==> src/rtl/mips_main_ctrl.sv <==
// Multicycle MIPS main control FSM: sequences fetch/decode/execute/memory/writeback
// and drives datapath selects, write enables and the registered ALU op.
module mips_main_ctrl #(
    parameter int unsigned OPC_W = 6,
    parameter int unsigned ST_W  = 4
) (
    input  logic             clk,
    input  logic             reset,
    input  logic [OPC_W-1:0] opcode,
    input  logic             zero,
    input  logic             mem_ready,
    output logic             pc_write,
    output logic             pc_write_cond,
    output logic             iord,
    output logic             mem_read,
    output logic             mem_write,
    output logic             ir_write,
    output logic             mem_to_reg,
    output logic             reg_dst,
    output logic             reg_write,
    output logic             alu_src_a,
    output logic [1:0]       alu_src_b,
    output logic [1:0]       pc_source,
    output logic [2:0]       alu_op,
    output logic             instr_done,
    output logic             illegal,
    output logic [ST_W-1:0]  state
);

    localparam logic [OPC_W-1:0] OP_R    = OPC_W'(6'h00);
    localparam logic [OPC_W-1:0] OP_J    = OPC_W'(6'h02);
    localparam logic [OPC_W-1:0] OP_BEQ  = OPC_W'(6'h04);
    localparam logic [OPC_W-1:0] OP_ADDI = OPC_W'(6'h08);
    localparam logic [OPC_W-1:0] OP_ANDI = OPC_W'(6'h0C);
    localparam logic [OPC_W-1:0] OP_ORI  = OPC_W'(6'h0D);
    localparam logic [OPC_W-1:0] OP_LW   = OPC_W'(6'h23);
    localparam logic [OPC_W-1:0] OP_SW   = OPC_W'(6'h2B);

    localparam logic [2:0] ALU_FUNCT = 3'd0;
    localparam logic [2:0] ALU_ADD   = 3'd1;
    localparam logic [2:0] ALU_AND   = 3'd2;
    localparam logic [2:0] ALU_OR    = 3'd3;
    localparam logic [2:0] ALU_SUB   = 3'd4;

    typedef enum logic [ST_W-1:0] {
        S_FETCH  = ST_W'(0),
        S_DECODE = ST_W'(1),
        S_MEMADR = ST_W'(2),
        S_MEMRD  = ST_W'(3),
        S_MEMWB  = ST_W'(4),
        S_MEMWR  = ST_W'(5),
        S_EXEC   = ST_W'(6),
        S_RWB    = ST_W'(7),
        S_BRANCH = ST_W'(8),
        S_JUMP   = ST_W'(9),
        S_IEXEC  = ST_W'(10),
        S_IWB    = ST_W'(11)
    } state_t;

    state_t     state_q, state_d;
    logic [2:0] alu_op_q, alu_op_d;

    // The branch decision on zero is made in the datapath via pc_write_cond.
    logic unused_zero;
    assign unused_zero = zero;

    always_ff @(posedge clk) begin
        if (reset) begin
            state_q  <= S_FETCH;
            alu_op_q <= ALU_ADD;
        end else begin
            state_q  <= state_d;
            alu_op_q <= alu_op_d;
        end
    end

    assign state  = state_q;
    assign alu_op = alu_op_q;

    // Next state and Moore outputs; reset masks every enable and pulse.
    always_comb begin
        state_d       = S_FETCH;
        pc_write      = 1'b0;
        pc_write_cond = 1'b0;
        iord          = 1'b0;
        mem_read      = 1'b0;
        mem_write     = 1'b0;
        ir_write      = 1'b0;
        mem_to_reg    = 1'b0;
        reg_dst       = 1'b0;
        reg_write     = 1'b0;
        alu_src_a     = 1'b0;
        alu_src_b     = 2'b00;
        pc_source     = 2'b00;
        instr_done    = 1'b0;
        illegal       = 1'b0;

        case (state_q)
            S_FETCH: begin
                mem_read  = 1'b1;
                alu_src_b = 2'b01;
                ir_write  = mem_ready;
                pc_write  = mem_ready;
                state_d   = mem_ready ? S_DECODE : S_FETCH;
            end
            S_DECODE: begin
                alu_src_b = 2'b11;
                case (opcode)
                    OP_LW, OP_SW:               state_d = S_MEMADR;
                    OP_R:                       state_d = S_EXEC;
                    OP_BEQ:                     state_d = S_BRANCH;
                    OP_J:                       state_d = S_JUMP;
                    OP_ADDI, OP_ANDI, OP_ORI:   state_d = S_IEXEC;
                    default: begin
                        illegal = 1'b1;
                        state_d = S_FETCH;
                    end
                endcase
            end
            S_MEMADR: begin
                alu_src_a = 1'b1;
                alu_src_b = 2'b10;
                state_d   = (opcode == OP_SW) ? S_MEMWR : S_MEMRD;
            end
            S_MEMRD: begin
                mem_read = 1'b1;
                iord     = 1'b1;
                state_d  = mem_ready ? S_MEMWB : S_MEMRD;
            end
            S_MEMWB: begin
                reg_write  = 1'b1;
                mem_to_reg = 1'b1;
                instr_done = 1'b1;
            end
            S_MEMWR: begin
                mem_write  = 1'b1;
                iord       = 1'b1;
                instr_done = mem_ready;
                state_d    = mem_ready ? S_FETCH : S_MEMWR;
            end
            S_EXEC: begin
                alu_src_a = 1'b1;
                state_d   = S_RWB;
            end
            S_RWB: begin
                reg_write  = 1'b1;
                reg_dst    = 1'b1;
                instr_done = 1'b1;
            end
            S_BRANCH: begin
                alu_src_a     = 1'b1;
                pc_write_cond = 1'b1;
                pc_source     = 2'b01;
                instr_done    = 1'b1;
            end
            S_JUMP: begin
                pc_write   = 1'b1;
                pc_source  = 2'b10;
                instr_done = 1'b1;
            end
            S_IEXEC: begin
                alu_src_a = 1'b1;
                alu_src_b = 2'b10;
                state_d   = S_IWB;
            end
            S_IWB: begin
                reg_write  = 1'b1;
                instr_done = 1'b1;
            end
            default: state_d = S_FETCH;
        endcase

        if (reset) begin
            pc_write      = 1'b0;
            pc_write_cond = 1'b0;
            ir_write      = 1'b0;
            reg_write     = 1'b0;
            mem_write     = 1'b0;
            mem_read      = 1'b0;
            instr_done    = 1'b0;
            illegal       = 1'b0;
        end
    end

    // ALU op is picked for the state being entered so it lines up with it.
    always_comb begin
        alu_op_d = ALU_ADD;
        case (state_d)
            S_EXEC:   alu_op_d = ALU_FUNCT;
            S_BRANCH: alu_op_d = ALU_SUB;
            S_IEXEC: begin
                case (opcode)
                    OP_ANDI: alu_op_d = ALU_AND;
                    OP_ORI:  alu_op_d = ALU_OR;
                    default: alu_op_d = ALU_ADD;
                endcase
            end
            default:  alu_op_d = ALU_ADD;
        endcase
    end

endmodule

==> config.mk <==
export PLATFORM = sky130hd
export DESIGN_NAME = mips_main_ctrl
export DESIGN_NICKNAME = d
export VERILOG_FILES = /design/src/rtl/mips_main_ctrl.sv
export SDC_FILE = /design/constraint.sdc
export NUM_CORES = 1
export LEC_CHECK = 0
export CAP_MARGIN = 20
export CORE_MARGIN = 2
export CORE_UTILIZATION = 27
export CTS_CLUSTER_DIAMETER = 150
export DETAILED_ROUTE_END_ITERATION = 7
export MAX_ROUTING_LAYER = met4
export PLACE_DENSITY = 0.59
export SYNTH_ARGS = -nofsm -noshare
export SYNTH_HDL_FRONTEND = slang
export SYNTH_SLANG_ARGS = --single-unit
export TNS_END_PERCENT = 1
==> constraint.sdc <==
create_clock -name clk -period 4.9 [get_ports clk]
set_input_delay 0.49 -clock clk [delete_from_list [all_inputs] [get_ports clk]]
set_output_delay 0.49 -clock clk [all_outputs]
set_load 0.05 [all_outputs]
==> flow_summary.ini, run 1 <==
[status]
outcome = completed

[critical_path]
max_stage_delay_ps = 890
crit_required_ps = 4410
startpoint_type = primary input
crit_type = primary input to output pin
critPathCaptureType = output pin
crit_arrival_ps = 2710
critPathBufInv = 2
path_cells = clkdlybuf4s50_1 -> nor2_1 -> a21o_1 -> a2111oi_0 -> clkdlybuf4s50_1
cp_common_cell = clkdlybuf4s50_1
critPathTopFamily = buffers and inverters
path_max_fanout = 5
slowest_stage = clkdlybuf4s50_1

[yosys]
synth_area_per_cell_um2 = 6.96
synth_edf_count = 0
syn-cell-area_um2 = 689
synth-main-ff-cell = dfxtp_1
seq_area_frac_synth_pct = 20.3
ys_ff_latch = 7
synth.distinct_cells = 38
syn_nets = 109
synthArstFlopShare_pct = 0
syn_inst = 99
yosysWarnings = 0

[cts]
ctsHoldBuffers = 0
numCtsBuffers = 3
insertion_delay_ps = 250
cts_max_path_buffers = 2
clkTransAtPathRegs_ps = 50
htreeDepth = 1
clock-sinks = 7
root_buffer = clkbuf_4
cts_resized = 0
cts_tree = done
post_cts_buffers = 0

[power_and_ir_drop]
p_leak_nw = 0.343
ir_worst_vdd_uv = 93.3
powerDensity_mw_per_mm2 = 165
power_uw = 170

[timing]
fmax_mhz = 313
fin_worst_skew_ps = 4.46
rsz0062_at_grt = false
hold_viol = 0
setup_slack_ps = 1700
layout_min_cycle_time_ps = 3200
min_period_over_period_pct = 65.2
slew_headroom_pct = 57.0
tns_ps = 0
maxSlewViolCount = 0
setup_viol = 0
tightest_slew_ps = 643

[finish]
synthToLayoutAreaGrowth_pct = 49.2
num_antenna_cells = 0
n_fill_cell = 272
fin_nets = 136
drive_gt1_share_pct = 11.2
final_area_mm2 = 0.00103

[global_routing]
grt_pass1_vias = 695
grt_max_degree = 21
use_met2_pct = 23.3
antenna_found_initial = 0
grt.busiest_layer = met2
grt_pass1_wl_um = 3050
grt.overflow.total = 0
use_met3_pct = 3.55
grt_use_met1_pct = 17.5
grt_use_total_pct = 14.3

[die]
start_util_pct = 28.1
core-area_mm2 = 0.00245
dieArea_mm2 = 0.00297
ios = 33
dieWidth_um = 54.5
die_h_um = 54.5
rows = 18

[placed_design]
dp_hpwl_um = 1450
post-place-ws_ps = 1720
placed_cell_area_mm2 = 0.00100
port_buffers = 31
place.gp.congestion = 0.824

[routing]
drtIter0Drc = 16
vias = 808
drc = 0
viasPerCell = 5.21
dr.pass1.iters = 4
antenna_left = 0
finalWirelength_um = 1880
wl_per_cell_um = 12.1

[job]
maxCapViolCount = 0

[worst_hold_path]
min_path_type = flop to flop
-- cell usage after synthesis, types with 2 or more instances --
library cell | number | area (um^2)
nor2_1 | 10 | 37.5
nor2b_1 | 2 | 12.5
a211o_1 | 2 | 17.5
nor3_1 | 8 | 40.0
xnor2_1 | 2 | 17.5
a21oi_1 | 14 | 70.1
nor3b_1 | 3 | 22.5
dfxtp_1 | 7 | 140
nand2b_1 | 6 | 37.5
or2_2 | 3 | 18.8
nand2_1 | 5 | 18.8
clkbuf_1 | 7 | 26.3
nor4_1 | 3 | 18.8
or3_1 | 3 | 18.8
-- power by group --
group | switching [mW] | internal [mW] | leakage, nW
clock network | 0.0222 | 0.0311 | 0.0150
registers | 0.00411 | 0.0579 | 0.0567
logic | 0.0319 | 0.0224 | 0.272
total | 0.0582 | 0.111 | 0.343
-- metrics by stage --
stage               utilization [%]  std cells  hold slack (ps)
floorplan                         -         99              694
global placement               40.8        151              788
detailed placement             40.8        151              806
CTS                            41.9        155              812
global route                   41.9        155              896
finish                         41.9        155              813
-- registers in the layout (all words and copies together), names as in the netlist --
register	cells
alu_op	3
state	4
-- layout by cell type, fill, tap and decap left out, types with 2 or more instances in the layout --
cell             netlist  layout
nor4_1                 3       3
nand2_1                5       5
xnor2_1                2       2
clkdlybuf4s50_1        0      31
clkbuf_4               0       3
or2_2                  3       3
a21oi_1               14      14
or3_1                  3       3
nor3b_1                3       3
a211o_1                2       2
nor3_1                 8       8
nor2_1                10      10
nand2b_1               6       6
nor2b_1                2       2
dfxtp_1                7       7
-- per-layer routing --
layer | vias to the layer above | wire length [um]
li1 | 409 | -
met1 | 380 | 812
met2 | 17 | 994
met3 | 2 | 65
met4 | 0 | 9
met5 | - | 0
-- cell type report --
class / instances / area, um^2 / share of cell area (%)
tap: 30 / 37.5 / 3.65
inverter: 1 / 3.75 / 0.365
multi-input combinational: 82 / 510 / 49.6
timing repair buffer: 31 / 310 / 30.2
sequential: 7 / 140 / 13.6
clock buffer: 4 / 26.3 / 2.55
-- cell families after synthesis --
group                     Yosys count  share of synthesized area [%]
and+or+nand+nor                    53                           44.5
buffers and inverters              10                           5.63
muxes                               1                           1.63
AOI/OAI and AO/OA                  26                           25.4
DFF                                 7                           20.3
xor gates and xnor gates            2                           2.54
-- worst paths after layout --
path	startpoint	endpoint	slack, ps	depth (start not counted)
max	mem_ready	instr_done	1700	5
min	state[0]	state[2]	810	2
max reg2reg	state[1]	alu_op[0]	3000	6
min reg2reg	state[0]	state[2]	810	2
-- worst register-to-register path, stage by stage (launching register included) --
cell	delay (ps)
dfxtp_1	730
nand2_1	200
o32ai_1	530
a31oi_4	60
nand2_2	120
a21oi_1	70
o21ai_1	130
No activity file was read; power rests on OpenSTA's default activity.
==> run 2: changes to the inputs <==
--- a/config.mk
+++ b/config.mk
@@ -11,7 +11,7 @@
 export CTS_CLUSTER_DIAMETER = 150
 export DETAILED_ROUTE_END_ITERATION = 7
 export MAX_ROUTING_LAYER = met4
-export PLACE_DENSITY = 0.59
+export PLACE_DENSITY = 0.61
 export SYNTH_ARGS = -nofsm -noshare
 export SYNTH_HDL_FRONTEND = slang
 export SYNTH_SLANG_ARGS = --single-unit
==> constraint.sdc (replaced) <==
create_clock -name clk -period 2.7 [get_ports clk]
set_input_delay 0.27 -clock clk [delete_from_list [all_inputs] [get_ports clk]]
set_output_delay 0.27 -clock clk [all_outputs]
set_load 0.05 [all_outputs]
==> flow_summary.ini, run 2 (synthesis gave the netlist of run 1 again) <==
[timing]
hold_viol = 0
min_period_over_period_pct = 92.4
tightest_slew_ps = 545
maxSlewViolCount = 0
worst_hold_slack_ps = 750
fin_worst_skew_ps = 6.45
slew_headroom_pct = 63.6
layout_min_cycle_time_ps = 2500
setup_viol = 0
rsz0062_at_grt = false
fmax_mhz = 401

[critical_path]
path_max_fanout = 17
critPathCaptureType = output pin
crit_type = flop to output pin
crit_arrival_ps = 2230
crit_required_ps = 2430
startpoint_type = flop

[finish]
fin_nets = 140
stdcell_count = 159
synthToLayoutAreaGrowth_pct = 54.8
largest_register_ffs = 4
num_antenna_cells = 0
n_fill_cell = 261
mostFrequentLayoutCell = clkdlybuf4s50_1
final_cell_mix = 27 x clkdlybuf4s50_1, 14 x a21oi_1, 10 x nor2_1, 8 x nor3_1
drive_gt1_share_pct = 17.8

[placed_design]
port_buffers = 31
place.gp.congestion = 0.795
dp_hpwl_um = 1480
dp.cells = 155

[power_and_ir_drop]
power_uw = 304
powerDensity_mw_per_mm2 = 285
p_leak_nw = 0.376
ir_worst_vdd_uv = 198

[die]
dieArea_mm2 = 0.00297
start_util_pct = 28.1
core-area_mm2 = 0.00245
die_h_um = 54.5
ios = 33
dieWidth_um = 54.5
rows = 18

[global_routing]
grt_pass1_vias = 724
grt.overflow.total = 0
grt_max_degree = 18
grt_use_met1_pct = 16.1
grt_use_total_pct = 13.7
grt_pass1_wl_um = 2970
antenna_found_initial = 0
grt.busiest_layer = met2
use_met2_pct = 24.3
use_met3_pct = 2.46

[routing]
drtIter0Drc = 13
finalWirelength_um = 1850
drc = 0
wl_per_cell_um = 11.6
dr.pass1.iters = 4
viasPerCell = 5.16
vias = 821
antenna_left = 0

[cts]
cts_tree = done
clock-sinks = 7
post_cts_buffers = 0
insertion_delay_ps = 250
root_buffer = clkbuf_4
numCtsBuffers = 3
htreeDepth = 1
ctsHoldBuffers = 0
clkTransAtPathRegs_ps = 50
cts_max_path_buffers = 2
cts_resized = 0

[status]
outcome = completed

[worst_hold_path]
min_path_type = primary input to flop

[job]
maxCapViolCount = 0
[run 2: cell types whose count changed in the layout (fill, tap and decap cells not counted), sizes merged]
cell           previous run  this run
buf                       0         8
clkdlybuf4s50            31        27
[run 2: power breakdown]
group	switching [mW]	internal [mW]	leakage [nW]
combinational	0.0607	0.0417	0.304
clock	0.0347	0.0562	0.0150
sequential	0.00560	0.105	0.0567
[run 2: per-layer routing]
metal  vias to the layer above  share of wire [%]
li1                        417                  -
met2                        19                 51
met5                         -                  0
met4                         0                  0
met1                       385                 46
met3                         0                3.7
[run 2: final timing paths]
check	startpoint	end	slack (ps)	cells after the start
setup / recovery	state[1]	mem_read	200	3
hold / removal	opcode[3]	alu_op[1]	750	3
setup reg to reg	state[1]	alu_op[0]	890	6
hold reg to reg	state[2]	state[2]	790	2
[run 2: area by class of cell]
type / instances / area, um^2 / area share [%]
Multi-Input combinational cell: 82 / 517 / 48.4
Clock buffer: 4 / 26.3 / 2.46
Inverter: 1 / 3.75 / 0.352
Sequential cell: 7 / 140 / 13.1
Tap cell: 30 / 37.5 / 3.52
Timing Repair Buffer: 35 / 343 / 32.1
[run 2: stage by stage]
stage / worst slack [ps] / util [%] / area [um^2] / setup TNS, ps
detailed placement: 378 / 42.4 / 1040 / 0
finish: 205 / 43.5 / 1070 / 0
global placement: 373 / 42.4 / 1040 / 0
floorplan: -309 / - / 696 / -713
global route: 28.2 / 43.5 / 1070 / 0
CTS: 183 / 43.5 / 1070 / 0
[run 2: critical path, cell delays in order (launching register included)]
cell and delay, ps:
dfxtp_1 660, nor2b_1 180, nor4_1 290, clkdlybuf4s50_1 850
==> run 3: changes to the inputs <==
--- a/config.mk
+++ b/config.mk
@@ -6,12 +6,14 @@
 export NUM_CORES = 1
 export LEC_CHECK = 0
 export CAP_MARGIN = 20
+export CELL_PAD_IN_SITES_DETAIL_PLACEMENT = 0
+export CELL_PAD_IN_SITES_GLOBAL_PLACEMENT = 1
 export CORE_MARGIN = 2
-export CORE_UTILIZATION = 27
+export CORE_UTILIZATION = 24
 export CTS_CLUSTER_DIAMETER = 150
 export DETAILED_ROUTE_END_ITERATION = 7
 export MAX_ROUTING_LAYER = met4
-export PLACE_DENSITY = 0.61
+export PLACE_DENSITY = 0.76
 export SYNTH_ARGS = -nofsm -noshare
 export SYNTH_HDL_FRONTEND = slang
 export SYNTH_SLANG_ARGS = --single-unit
==> flow_summary.ini, run 3 (synthesis gave the netlist of run 1 again) <==
[status]
outcome = completed

[cts]
ctsHoldBuffers = 0
post_cts_buffers = 0
htreeDepth = 1
cts_resized = 0
numCtsBuffers = 3
clkTransAtPathRegs_ps = 50
clock-sinks = 7
cts_max_path_buffers = 2
insertion_delay_ps = 240
root_buffer = clkbuf_4
cts_tree = done

[routing]
drc = 0
antenna_left = 0
vias = 817
drtIter0Drc = 15
dr.pass1.iters = 4
viasPerCell = 5.14
finalWirelength_um = 1930
wl_per_cell_um = 12.2

[finish]
final_cell_mix = 26 x clkdlybuf4s50_1, 14 x a21oi_1, 10 x nor2_1, 8 x nor3_1
seq_area_um2 = 140
multi_input_area_um2 = 517
stdcell_count = 159
num_antenna_cells = 0
n_fill_cell = 285
postLayoutCoreUtil_pct = 38.7
mostFrequentLayoutCell = clkdlybuf4s50_1
fin_nets = 139
synthToLayoutAreaGrowth_pct = 53.5
largest_register_ffs = 4
drive_gt1_share_pct = 18.0
final_area_mm2 = 0.00106

[die]
ios = 33
dieWidth_um = 57.6
core-area_mm2 = 0.00273
rows = 19
dieArea_mm2 = 0.00332
die_h_um = 57.6
start_util_pct = 25.2

[timing]
rsz0062_at_grt = false
tightest_slew_ps = 573
maxSlewViolCount = 0
layout_min_cycle_time_ps = 2480
hold_viol = 0
fmax_mhz = 403
setup_viol = 0
min_period_over_period_pct = 92.0
fin_worst_skew_ps = 0.833
worst_hold_slack_ps = 749
slew_headroom_pct = 61.7

[worst_hold_path]
min_path_type = flop to flop
hold_end = state[2]
holdPathStages = 2
hp-start = state[1]

[job]
maxCapViolCount = 0

[critical_path]
startpoint_type = flop
r2r_start = state[3]
reg2regPathDepth = 6
path_max_fanout = 17
crit_required_ps = 2430
r2r_slack_ps = 910
critPathCaptureType = output pin
r2r-end = alu_op[0]
path_cells = or2_2 -> nor2_1 -> and3_1 -> clkdlybuf4s50_1
max_stage_delay_ps = 800
crit_type = flop to output pin
crit_arrival_ps = 2210
slowest_stage = clkdlybuf4s50_1

[power_and_ir_drop]
power.switching_uw = 100
clkPwrFrac_pct = 29.6
combPwrFrac_pct = 34.2
p_leak_nw = 0.371
power_uw = 303
switching_share_pct = 33.2
powerDensity_mw_per_mm2 = 286
ir_worst_vdd_uv = 155
pwr-share-seq_pct = 36.2
p_int_uw = 202

[global_routing]
antenna_found_initial = 0
grt_pass1_vias = 749
grt_use_total_pct = 12.2
grt_pass1_wl_um = 3180
grt_max_degree = 18
grt.overflow.total = 0

[placed_design]
port_buffers = 31
dp_hpwl_um = 1540
placed_cell_area_mm2 = 0.00103
dp.cells = 155
place.gp.congestion = 0.801
run 3: worst max-delay path by stage:
stage	slack (ps)	end	from	cells past startpoint
after detailed placement	380	ir_write	reset	4
after global placement	390	ir_write	reset	4
after floorplan	-310	pc_write	state[0]	4
after global routing	80	pc_write_cond	state[3]	3
final	220	ir_write	state[3]	4
after CTS	210	ir_write	state[3]	4
run 3: power groups by stage:
stage          logic, mW  registers (mW)  clock network [mW]
6_report           0.104           0.110              0.0898
5_1_grt            0.112           0.110               0.101
4_1_cts            0.104           0.110              0.0933
3_5_place_dp       0.103           0.112                   0
3_3_place_gp       0.102           0.112                   0
2_1_floorplan     0.0640           0.114                   0
run 3: worst max-delay path: cells and delay by family (launching register included):
family / cells / cell delay, ps
flops: 1 / 480
simple gates: 3 / 690
buf+inv: 1 / 800
run 3: layer usage:
layer / vias up / wire length, um / global-route usage (%)
li1: 421 / - / -
met1: 381 / 915 / 15.4
met2: 15 / 956 / 20.9
met3: 0 / 60 / 1.59
met4: 0 / 0 / 1.99
met5: - / 0 / -
run 3: layout make-up:
class                   instances  area share [%]
clock buffers                   4            2.48
inverters                       1           0.355
multi-input cells              82            48.8
repair buffers                 34            31.4
flip-flops and latches          7            13.2
well taps                      31            3.66
run 3: through the flow:
step                TNS (ps)  setup WS (ps)
detailed placement         0            376
CTS                        0            210
floorplan               -713           -309
global route               0           81.1
finish                     0            217
global placement           0            386
